**src/rtl/ysyx_22040237_wb_arbiter.sv**
```systemverilog
// ---------------------------------------------------------------------------
// ysyx_22040237_wb_arbiter
//
// Write-back arbiter and register busy scoreboard for the 64-bit multi-cycle
// core. The EXU and the LSU share the single register-file write port; the
// port is granted round-robin and driven from registered outputs. A 32-entry
// busy scoreboard stalls issue on RAW/WAW hazards against in-flight writes.
//
// Ports
//   clk, rst                  clock, synchronous active-high reset
//   iss_valid / iss_ready     issue handshake (ready is combinational)
//   iss_rd_en, iss_rd         destination register of the issuing instruction
//   iss_rs{1,2}_en, iss_rs*   source operands of the issuing instruction
//   exu_wb_* / lsu_wb_*       result handshakes (ready is combinational)
//   rf_wr_en/addr/data        registered register-file write port
//   busy                      scoreboard, bit i = write to xi outstanding
//   idle                      no outstanding writes and write port quiet
// ---------------------------------------------------------------------------
module ysyx_22040237_wb_arbiter #(
  parameter int XLEN  = 64,
  parameter int CNT_W = 6
) (
  input  logic            clk,
  input  logic            rst,
  input  logic            iss_valid,
  output logic            iss_ready,
  input  logic            iss_rd_en,
  input  logic [4:0]      iss_rd,
  input  logic            iss_rs1_en,
  input  logic            iss_rs2_en,
  input  logic [4:0]      iss_rs1,
  input  logic [4:0]      iss_rs2,
  input  logic            exu_wb_valid,
  output logic            exu_wb_ready,
  input  logic [4:0]      exu_wb_rd,
  input  logic [XLEN-1:0] exu_wb_data,
  input  logic            lsu_wb_valid,
  output logic            lsu_wb_ready,
  input  logic [4:0]      lsu_wb_rd,
  input  logic [XLEN-1:0] lsu_wb_data,
  output logic            rf_wr_en,
  output logic [4:0]      rf_wr_addr,
  output logic [XLEN-1:0] rf_wr_data,
  output logic [31:0]     busy,
  output logic            idle
);

  // Requester encoding recorded in r_last_grant.
  localparam logic GNT_EXU = 1'b0;
  localparam logic GNT_LSU = 1'b1;

  // The counter saturates at 31 so it can never wrap.
  localparam logic [CNT_W-1:0] PEND_MAX  = CNT_W'(5'd31);
  localparam logic [CNT_W-1:0] PEND_ONE  = CNT_W'(1'b1);
  localparam logic [CNT_W-1:0] PEND_ZERO = {CNT_W{1'b0}};

  logic [31:0]      r_busy;
  logic [CNT_W-1:0] r_pend_cnt;
  logic             r_last_grant;
  logic             r_wr_en;
  logic [4:0]       r_wr_addr;
  logic [XLEN-1:0]  r_wr_data;

  logic             w_hazard;
  logic             w_set;
  logic             w_clr;
  logic [31:0]      w_set_mask;
  logic [31:0]      w_clr_mask;
  logic [31:0]      w_busy_nxt;
  logic [CNT_W-1:0] w_pend_nxt;
  logic             w_gnt_exu;
  logic             w_gnt_lsu;
  logic [4:0]       w_gnt_rd;
  logic [XLEN-1:0]  w_gnt_data;

  // Issue hazard check and issue-side scoreboard set request.
  always_comb begin
    w_hazard  = (iss_rs1_en & r_busy[iss_rs1]) |
                (iss_rs2_en & r_busy[iss_rs2]) |
                (iss_rd_en  & r_busy[iss_rd]);
    iss_ready = ~rst & ~w_hazard & (r_pend_cnt != PEND_MAX);
    w_set     = iss_valid & iss_ready & iss_rd_en & (iss_rd != 5'd0);
  end

  // Busy bits clear on the same edge the RF latches the in-flight write;
  // set is applied after clear so a same-index set wins.
  always_comb begin
    w_clr      = r_wr_en & (r_wr_addr != 5'd0);
    w_set_mask = w_set ? (32'd1 << iss_rd) : 32'd0;
    w_clr_mask = w_clr ? (32'd1 << r_wr_addr) : 32'd0;
    w_busy_nxt = (r_busy & ~w_clr_mask) | w_set_mask;
    w_busy_nxt[0] = 1'b0;
  end

  // Outstanding-write counter next value.
  always_comb begin
    case ({w_set, w_clr})
      2'b10:   w_pend_nxt = r_pend_cnt + PEND_ONE;
      2'b01:   w_pend_nxt = r_pend_cnt - PEND_ONE;
      default: w_pend_nxt = r_pend_cnt;
    endcase
  end

  // Round-robin grant: on a tie, the requester not granted last time wins.
  always_comb begin
    w_gnt_exu = 1'b0;
    w_gnt_lsu = 1'b0;
    if (rst) begin
      w_gnt_exu = 1'b0;
      w_gnt_lsu = 1'b0;
    end else if (exu_wb_valid && lsu_wb_valid) begin
      if (r_last_grant == GNT_LSU) begin
        w_gnt_exu = 1'b1;
      end else begin
        w_gnt_lsu = 1'b1;
      end
    end else begin
      w_gnt_exu = exu_wb_valid;
      w_gnt_lsu = lsu_wb_valid;
    end
  end

  // Select the granted result for the write-port register.
  always_comb begin
    if (w_gnt_lsu) begin
      w_gnt_rd   = lsu_wb_rd;
      w_gnt_data = lsu_wb_data;
    end else begin
      w_gnt_rd   = exu_wb_rd;
      w_gnt_data = exu_wb_data;
    end
  end

  // Scoreboard, counter, grant history and write-port registers.
  always_ff @(posedge clk) begin
    if (rst) begin
      r_busy       <= 32'd0;
      r_pend_cnt   <= PEND_ZERO;
      r_last_grant <= GNT_LSU;
      r_wr_en      <= 1'b0;
      r_wr_addr    <= 5'd0;
      r_wr_data    <= {XLEN{1'b0}};
    end else begin
      r_busy     <= w_busy_nxt;
      r_pend_cnt <= w_pend_nxt;
      if (w_gnt_exu || w_gnt_lsu) begin
        r_last_grant <= w_gnt_lsu ? GNT_LSU : GNT_EXU;
        // An x0 result still completes its handshake but never writes.
        r_wr_en      <= (w_gnt_rd != 5'd0);
        r_wr_addr    <= w_gnt_rd;
        r_wr_data    <= w_gnt_data;
      end else begin
        r_wr_en <= 1'b0;
      end
    end
  end

  assign exu_wb_ready = w_gnt_exu;
  assign lsu_wb_ready = w_gnt_lsu;
  assign rf_wr_en     = r_wr_en;
  assign rf_wr_addr   = r_wr_addr;
  assign rf_wr_data   = r_wr_data;
  assign busy         = r_busy;
  assign idle         = (r_pend_cnt == PEND_ZERO) & ~r_wr_en;

endmodule

```
**config.mk**
```make
export PLATFORM = sky130hd
export DESIGN_NAME = ysyx_22040237_wb_arbiter
export DESIGN_NICKNAME = d
export VERILOG_FILES = /design/src/rtl/ysyx_22040237_wb_arbiter.sv
export SDC_FILE = /design/constraint.sdc
export NUM_CORES = 1
export LEC_CHECK = 0
export BUFFER_PORTS_ARGS = -buffer_cell sky130_fd_sc_hd__buf_2
export CAP_MARGIN = 20
export CELL_PAD_IN_SITES_DETAIL_PLACEMENT = 1
export CELL_PAD_IN_SITES_GLOBAL_PLACEMENT = 2
export CORE_MARGIN = 4
export CORE_UTILIZATION = 29
export CTS_BUF_LIST = sky130_fd_sc_hd__clkbuf_2 sky130_fd_sc_hd__clkbuf_4 sky130_fd_sc_hd__clkbuf_8
export DETAILED_ROUTE_END_ITERATION = 8
export PLACE_DENSITY = 0.88
export RECOVER_POWER = 50
export SYNTH_ARGS = -nofsm -noshare
export SYNTH_HDL_FRONTEND = slang
export SYNTH_SLANG_ARGS = --single-unit
```
**constraint.sdc**
```tcl
create_clock -name clk -period 13.7 [get_ports clk]
set_clock_uncertainty 0.05 [all_clocks]
set_input_delay 2.055 -clock clk [delete_from_list [all_inputs] [get_ports clk]]
set_output_delay 2.055 -clock clk [all_outputs]
set_load 0.05 [all_outputs]
```
---- Word-level counts from Yosys, hierarchy flattened ----
Cells that the tools add are included.
storage, ports and cells
  register bits ........................... 109
  bits of input ports ..................... 161
  logic and storage cells ................. 62
operators by class
  $add $sub $neg .......................... 2
  $lt $le $gt $ge ......................... 3
  equal/unequal tests ..................... 3
  shift operators ......................... 2
  muxes and demuxes ....................... 18
  bitwise logic cells ..................... 19
  reductions and logical operators ........ 8
operators by type and width
  kind                                                                          count
  32-bit two-way mux                                                            2
  64-bit two-way mux                                                            1
  1-bit by 5-bit << shifter with 32-bit output, first input constant            2
  32-bit bitwise AND                                                            1
  32-bit NOT                                                                    1
  32-bit bitwise OR                                                             1
  5-bit by 6-bit less-than comparator with 1-bit output, second input constant  3
  1-bit binary-select mux with 5-bit select                                     3
  5-bit nonzero test                                                            3
  6-bit one-hot mux with 2 select lines                                         1
  1-bit bitwise AND                                                             10
  1-bit two-way mux                                                             10
  6-bit by 1-bit adder with 6-bit output, second input constant                 1
  6-bit logical NOT                                                             1
  6-bit by 5-bit != test with 1-bit output, second input constant               1
  6-bit by 1-bit subtractor with 6-bit output, second input constant            1
  5-bit two-way mux                                                             1
  1-bit NOT                                                                     4
  2-bit by 1-bit equality test with 1-bit output, second input constant         1
  2-bit equality test, second input constant                                    1
  1-bit bitwise OR                                                              2
  2-bit nonzero test                                                            1
  2-bit OR reduction                                                            1
  1-bit logical AND                                                             1
  1-bit logical OR                                                              1

---- Depth between registers and ports, before layout ----
Gate-level depths: netlist of the first run.
  depth after elaboration ................. 13
  mapped depth ............................ 20
  mapped depth without buffers ............ 16

---- Least setup slack after synthesis of the first run ----
Ideal clock, no wire load.
  path kind ............................... input to output
  start ................................... input iss_rd[1]
  end ..................................... output iss_ready
  data arrival time ....................... 4622 ps
  required time ........................... 11595 ps
  path slack .............................. 6973 ps
  cell stages on the path ................. 8
  path buffers ............................ 2
  cells stage by stage .................... clkbuf_1 clkbuf_1 mux4_1 nand3b_1 o211ai_1 o311a_1 a41o_1 nor3b_1
on the way
  longest elaborated chain between the ends .. 7
RTL lines
  element                                    RTL line  text
  from (decl)                                28        input logic [4:0] iss_rd,
  1-bit binary-select mux with 5-bit select  80        (iss_rd_en & r_busy[iss_rd]);
  1-bit two-way mux (not written as such)    80
  1-bit bitwise AND                          80
  1-bit bitwise OR                           79        (iss_rs2_en & r_busy[iss_rs2]) |
  1-bit NOT                                  81        iss_ready = ~rst & ~w_hazard & (r_pend_cnt != PEND_MAX);
  1-bit bitwise AND (2 in series)            81
  to (decl)                                  26        output logic iss_ready,
Every way passes these cells. The select of a mux whose other input is x is not followed.

---- Worst setup path in the final report of the first run ----
  start ................................... input rst
  end ..................................... output lsu_wb_ready
on the way
  longest elaborated chain between the ends .. 1
RTL lines
  element            RTL line  text
  from (decl)        24        input logic rst,
  1-bit two-way mux  108       if (rst) begin
  to (decl)          38        output logic lsu_wb_ready,
Every way passes these cells.

==> reports/metrics.cfg, run 1 <==
[run_status]
status = complete, but fails checks
failed_checks = capacitance limit, slew limit

[route]
drt-initial-drc-count = 517
dr.pass1.iters = 7
wire_per_inst_um = 22.33
viasPerCell = 5.719
wl_um = 22750
drc = 0
ant_nets = 0
via_count = 5828

[die]
core.rowCount = 49
fp.dieW_um = 144.9
core_area_mm2 = 0.01821
start_util_pct = 29.83
io_pins = 267
die_h_um = 144.9
die-area_mm2 = 0.02098

[place]
numPortBuffers = 265
placed_area_mm2 = 0.006845
post-place-ws_ns = 7.120
gp_congestion = 0.8904
hpwl_um = 17010

[logic_synthesis]
synth_top_cell_by_area = dfxtp_1
synthAdderAreaFrac_pct = 1.520
syn_area_mm2 = 0.005431
yosysSeqAreaShare_pct = 39.81
synth_top_area_share_pct = 39.81
yosys.area_share.simple_pct = 13.57
async_reset_ff_share_pct = 0
yosysUniqueCellTypes = 53
synth_mux_area_share_pct = 13.11
synth_seq_cells = 108
postSynthAreaPerCell_um2 = 9.682
synthTopCellsByArea = dfxtp_1, a222oi_1, nor2_1, mux4_2, mux2i_1
yosysWarnings = 0
syn-num-nets = 728
synth_xor_area_share_pct = 0.8063
yosysMostFrequentCell = dfxtp_1
synth_top_family_by_area = compound AO/OA/AOI/OAI gates
synthCells = 561
synth_compound_area_share_pct = 25.57
synthTopCellsByCount = dfxtp_1, nor2_1, a222oi_1, clkbuf_1, mux2i_1
synth_flop_cell = dfxtp_1
synth_edf_count = 0

[setup_path]
crit_family = buffers and inverters
crit_path_end_kind = output pin
reg2regPathDepth = 15
setup.worst_path.class = in -> out
crit_fanout = 72
regToRegStartpoint = busy[11]
critPathSlowestCell = clkbuf_1
slowest_delay_ns = 2.49
r2r_slack_ns = 9.16
cpMostUsedCell = clkbuf_1
reg2reg_to = r_pend_cnt[5]
start_kind = primary input
crit_buf_inv = 5
arrival_ns = 6.97
crit_chain = clkbuf_1 > inv_1 > clkbuf_1 > and3_2 > clkbuf_1 > buf_2
cp_data_required_time_ns = 11.60

[global_route]
grt_max_degree = 83
grt_util_all_layers_pct = 20.99
antenna_found_initial = 4
globalRoute.totalOverflow = 0
grt_pass1_wl_um = 34100
first_global_vias = 5894

[layout]
final_area_mm2 = 0.006909
syn2layout_area_growth_pct = 27.21
finish.net_count = 952
antenna_cells = 0
fillers = 2198
fin_util_pct = 37.94
drive_above_1_share_pct = 27.34

[sta]
min_period_over_period_pct = 66.23
clock.fmax_mhz = 110.2
rsz0062_at_grt = no
hold_viol = 0
worst_slack_ns = 4.627
slew_headroom_pct = -137.4
finalWorstPathRequiredPeriod_ns = 9.073
drv_slew = 112
tns_ns = 0
setup_viol = 0
hold_slack_ns = 0.4553
tightest_slew_ns = 3.560

[power_and_ir_drop]
ir_drop_v = 0.00004833
pwr_density_cell_mw_per_mm2 = 104.5
leakagePower_uw = 0.002697

[clock_network]
cts_sinks = 108
ctsResizeCount = 0
path_clk_slew_ns = 0.10
postCtsSetupBuffers = 0
htreeDepth = 3
cts_buffer_depth = 2
clock_latency_ns = 0.39
cts_hold_buf = 0
root_buffer = clkbuf_8
cts_tree = yes
cts_buffers = 9

[hold_path]
hold_end = rf_wr_data[0]
hold_class = reg -> reg
worstHoldStart = rf_wr_data[0]
whs_path_depth = 2

[run]
cap_violations = 2

## kinds of logic after synthesis
logic type | count (synthesis)
multiplexers | 50
buffers and inverters | 70
adder cells (fa/ha/maj) | 6
flip-flops | 108
AO/OA/AOI/OAI | 164
other | 1
XOR/XNOR | 5
AND/OR/NAND/NOR | 157
## worst max path at each step
stage / end / cells past startpoint / startpoint / slack (ns)
finish: lsu_wb_ready / 6 / rst / 4.63
global placement: r_pend_cnt[5] / 16 / iss_rd[0] / 7.19
global route: lsu_wb_ready / 6 / rst / 4.31
CTS: iss_ready / 8 / iss_rd[0] / 7.38
floorplan: iss_ready / 8 / iss_rd[1] / 6.97
detailed placement: r_pend_cnt[5] / 16 / iss_rd[0] / 7.12
## layer usage
layer  wire [µm]  GRT usage, %  part of all wire, %  vias to the layer above
met1        9014         25.61                   40                     2836
met3        2222         6.868                  9.8                       36
met2       10980         34.98                   48                      277
met4         482         6.922                  2.1                        8
met5          54             0                 0.24                        -
li1            -             -                    -                     2671
## report_power, final
part / switching (µW) / total (µW) / internal [µW]
logic: 127 / 184 / 56.8
clock network: 124 / 193 / 69.1
registers: 14.8 / 345 / 330
total: 266 / 722 / 456
## flip-flops by register name, indices dropped and copies added, names as in the netlist
signal	cells
busy	31
r_last_grant	1
r_pend_cnt	6
rf_wr_addr	5
rf_wr_data	64
rf_wr_en	1
## cell usage in the layout, fill, tap and decap left out, types with 4 or more instances in the layout
| cell | instances |
|---|---|
| mux2i_1 | 31 |
| dfxtp_1 | 108 |
| nand2_1 | 14 |
| nand3b_1 | 9 |
| or2_2 | 4 |
| nand4_1 | 5 |
| ha_1 | 5 |
| mux4_2 | 14 |
| o31ai_1 | 24 |
| buf_4 | 4 |
| a21oi_1 | 8 |
| a222oi_1 | 55 |
| o211ai_1 | 17 |
| o21ai_0 | 5 |
| nand2b_1 | 4 |
| o41ai_1 | 4 |
| nor2b_1 | 7 |
| nor2_1 | 88 |
| inv_1 | 11 |
| clkbuf_8 | 9 |
| clkbuf_1 | 104 |
| o311ai_0 | 15 |
| a211oi_1 | 15 |
| or3_1 | 7 |
| buf_2 | 163 |
| nand3_1 | 7 |
## through the flow
step | power (µW) | std cells
floorplan | 475.0 | 561
finish | 722.2 | 1019
detailed placement | 538.5 | 1002
global route | 759.0 | 1019
CTS | 731.1 | 1018
global placement | 536.5 | 1002
## worst reg2reg max path, cell delays in order (launching register included)
cell and delay (ns):
dfxtp_1 0.39, mux4_2 0.49, mux2i_1 0.17, nor2b_1 0.07
o311a_1 0.33, a41o_1 0.23, or3_1 0.75, ha_1 0.47
ha_1 0.30, a21o_1 0.18, a21oi_1 0.22, o21bai_1 0.09
a21oi_1 0.18, xnor2_1 0.10, or3_1 0.31, a21oi_1 0.14
## area by class of cell
class / count / area (µm²) / share of cell area [%]
repair buffers: 272 / 1251 / 18.11
clock buffers: 9 / 123.9 / 1.793
flip-flops and latches: 108 / 2162 / 31.29
multi-input cells: 383 / 2984 / 43.19
well taps: 229 / 286.5 / 4.147
clock inverters: 7 / 60.06 / 0.8692
inverters: 11 / 41.29 / 0.5976
Note: power is estimated with default switching activity, not from simulation.
==> inputs of run 2 (changes only) <==
--- a/config.mk
+++ b/config.mk
@@ -10,10 +10,10 @@
 export CELL_PAD_IN_SITES_DETAIL_PLACEMENT = 1
 export CELL_PAD_IN_SITES_GLOBAL_PLACEMENT = 2
 export CORE_MARGIN = 4
-export CORE_UTILIZATION = 29
+export CORE_UTILIZATION = 24
 export CTS_BUF_LIST = sky130_fd_sc_hd__clkbuf_2 sky130_fd_sc_hd__clkbuf_4 sky130_fd_sc_hd__clkbuf_8
 export DETAILED_ROUTE_END_ITERATION = 8
-export PLACE_DENSITY = 0.88
+export PLACE_DENSITY = 0.77
 export RECOVER_POWER = 50
 export SYNTH_ARGS = -nofsm -noshare
 export SYNTH_HDL_FRONTEND = slang
==> constraint.sdc (replaced) <==
create_clock -name clk -period 8.25 [get_ports clk]
set_clock_uncertainty 0.05 [all_clocks]
set_input_delay 1.2375 -clock clk [delete_from_list [all_inputs] [get_ports clk]]
set_output_delay 1.2375 -clock clk [all_outputs]
set_load 0.05 [all_outputs]
==> run 2 against run 1 <==
Net effect: the flow finishes with violations (DRC, capacitance limit, slew limit); non-clock buffer count decreased by 1; die area rose by 20%; register-to-register slack worse by 5.4 ns; worst setup slack worse by 2.1 ns; via count up 0.89%; critical path depth is 9 higher; global-route usage decreased by 2.7 points; clock power increased by 72%.
==> reports/metrics.cfg, run 2 (synthesis gave the netlist of run 1 again) <==
[power_and_ir_drop]
clockPowerShare_pct = 27.4  ; +0.7 points
leakagePower_uw = 0.002703  ; +0.23%
p_comb_share_pct = 25.2  ; -0.3 points
internal_power_uw = 759.3  ; +66%
pwr_density_cell_mw_per_mm2 = 173.1  ; +66%
p_sw_uw = 448.4  ; +69%
seq_power_share_pct = 47.4  ; -0.4 points
sw_frac_of_total_pct = 37.13  ; +0.30 points
ir_drop_v = 0.00008620  ; +78%

[setup_path]
arrival_ns = 5.95  ; -1.02 ns
crit_buf_inv = 3  ; -2
critPathSlowestCell = clkbuf_1
crit_chain = clkbuf_1 > inv_1 > clkbuf_1 > o31a_1 > nand4_1 > or3_1 > ha_1 > ha_1 > a21o_1 > a21oi_1 > o21bai_1 > a21oi_1 > xnor2_1 > or3_1 > a21oi_1
setup.worst_path.class = in -> reg
cp_data_required_time_ns = 8.52  ; -3.08 ns
cpMostUsedCell = a21oi_1
crit_fanout = 38  ; -47%
crit_path_end_kind = flop
crit_family = buffers and inverters
slowest_delay_ns = 1.18  ; -1.31 ns
start_kind = primary input

[sta]
min_period_over_period_pct = 68.86
drv_slew = 39  ; -65%
tightest_slew_ns = 1.626  ; -1.934 ns
setup_viol = 0  ; unchanged
tns_ns = 0  ; unchanged
clock.fmax_mhz = 176.0
hold_viol = 0  ; unchanged
slew_headroom_pct = -8.418  ; +130 points
finalWorstPathRequiredPeriod_ns = 5.681
worst_slack_ns = 2.569  ; -2.058 ns
rsz0062_at_grt = no

[clock_network]
cts_buffers = 9  ; unchanged
postCtsSetupBuffers = 0  ; unchanged
cts_buffer_depth = 2  ; unchanged
clock_latency_ns = 0.39  ; about the same
htreeDepth = 3  ; unchanged
root_buffer = clkbuf_8
cts_sinks = 108  ; unchanged
cts_hold_buf = 0  ; unchanged
path_clk_slew_ns = 0.12  ; +0.02 ns
ctsResizeCount = 0  ; unchanged
cts_tree = yes

[layout]
fillers = 2667  ; +21%
layout_common_cells = buf_2, dfxtp_1, clkbuf_1
layout_commonest_cell = buf_2
syn2layout_area_growth_pct = 28.47
drive_above_1_share_pct = 27.38  ; +0.035 points
largest_reg_flops = 64  ; unchanged
finish.net_count = 951  ; -0.11%

[place]
gp_congestion = 0.8943  ; +0.44%
numPortBuffers = 265  ; unchanged
post-place-ws_ns = 2.497  ; -4.623 ns
hpwl_um = 17800  ; +4.7%

[global_route]
grt_util_all_layers_pct = 18.25  ; -2.7 points
grt_pass1_wl_um = 35550  ; +4.2%
first_global_vias = 5851  ; -0.73%
globalRoute.totalOverflow = 0  ; unchanged
antenna_found_initial = 4  ; unchanged
grt_max_degree = 79  ; -4.8%

[route]
drc = 4  ; +4
wire_per_inst_um = 22.30  ; -0.11%
ant_nets = 0  ; unchanged
wl_um = 23870  ; +4.9%
via_count = 5880  ; +0.89%
drt-initial-drc-count = 538  ; +4.1%
dr.pass1.iters = 9  ; +2
viasPerCell = 5.495  ; -3.9%

[die]
fp.dieW_um = 158.4  ; +9.4%
core_area_mm2 = 0.02203  ; +21%
io_pins = 267  ; unchanged
core.rowCount = 54  ; +10%
start_util_pct = 24.66  ; -5.2 points
die_h_um = 158.4  ; +9.4%
die-area_mm2 = 0.02510  ; +20%

[hold_path]
hold_class = reg -> reg

[run_status]
status = complete, but fails checks
failed_checks = DRC, capacitance limit, slew limit

[run]
cap_violations = 1  ; -1

-- run 2: cell types whose count changed in the layout (fill, tap and decap cells not counted), sizes merged --
cell | before | now
diode | 0 | 1
clkbuf | 113 | 112
inv | 14 | 15
clkinvlp | 3 | 2
-- run 2: final timing paths --
| path | from | endpoint | slack [ns] | depth (start not counted) |
|---|---|---|---|---|
| worst min-delay path | rf_wr_data[5] | rf_wr_data[5] | 0.46 | 2 |
| worst max register to register | busy[11] | r_pend_cnt[5] | 3.73 | 15 |
| worst min register to register | rf_wr_data[5] | rf_wr_data[5] | 0.46 | 2 |
| worst max-delay path | rst | r_pend_cnt[5] | 2.57 | 15 |
-- run 2: tightest hold or removal path, cell delays in order, from the launching register on --
cell      delay (ns)
dfxtp_1         0.33
nor2_1          0.10
a211oi_1        0.05
-- run 2: layer usage --
| layer | up-vias | global-route usage (%) | wire (µm) |
|---|---|---|---|
| met1 | 2849 | 22.22 | 9489 |
| met5 | - | 0 | 57 |
| met3 | 33 | 7.040 | 2437 |
| met4 | 8 | 5.565 | 499 |
| met2 | 306 | 29.95 | 11380 |
| li1 | 2684 | - | - |
-- run 2: area by class of cell --
type | instances | area, µm² | area share [%]
Inverter | 11 | 41.29 | 0.5917
Sequential cell | 108 | 2162 | 30.98
Antenna cell | 1 | 2.502 | 0.03586
Clock inverter | 7 | 66.31 | 0.9503
Timing Repair Buffer | 271 | 1247 | 17.88
Multi-Input combinational cell | 383 | 2984 | 42.76
Tap cell | 280 | 350.3 | 5.021
Clock buffer | 9 | 123.9 | 1.775
-- run 2: per-stage QoR --
stage / utilization [%] / hold WS [ns] / instances / total power [µW] / cell area, µm²
after floorplan: - / 0.4183 / 561 / 788.8 / 5431
final: 31.68 / 0.4609 / 1070 / 1208 / 6978
after detailed placement: 31.33 / 0.4334 / 1052 / 895.7 / 6902
after global placement: 31.33 / 0.4223 / 1052 / 893.0 / 6902
after global routing: 31.67 / 0.4860 / 1069 / 1268 / 6975
after CTS: 32.20 / 0.4606 / 1068 / 1228 / 7092
-- run 2: power by group through the flow --
stage	clock network, µW	registers (µW)	logic [µW]
2_1_floorplan	0	656	132
3_3_place_gp	0	584	309
3_5_place_dp	0	583	313
4_1_cts	343	572	313
5_1_grt	363	577	328
6_report	331	573	304
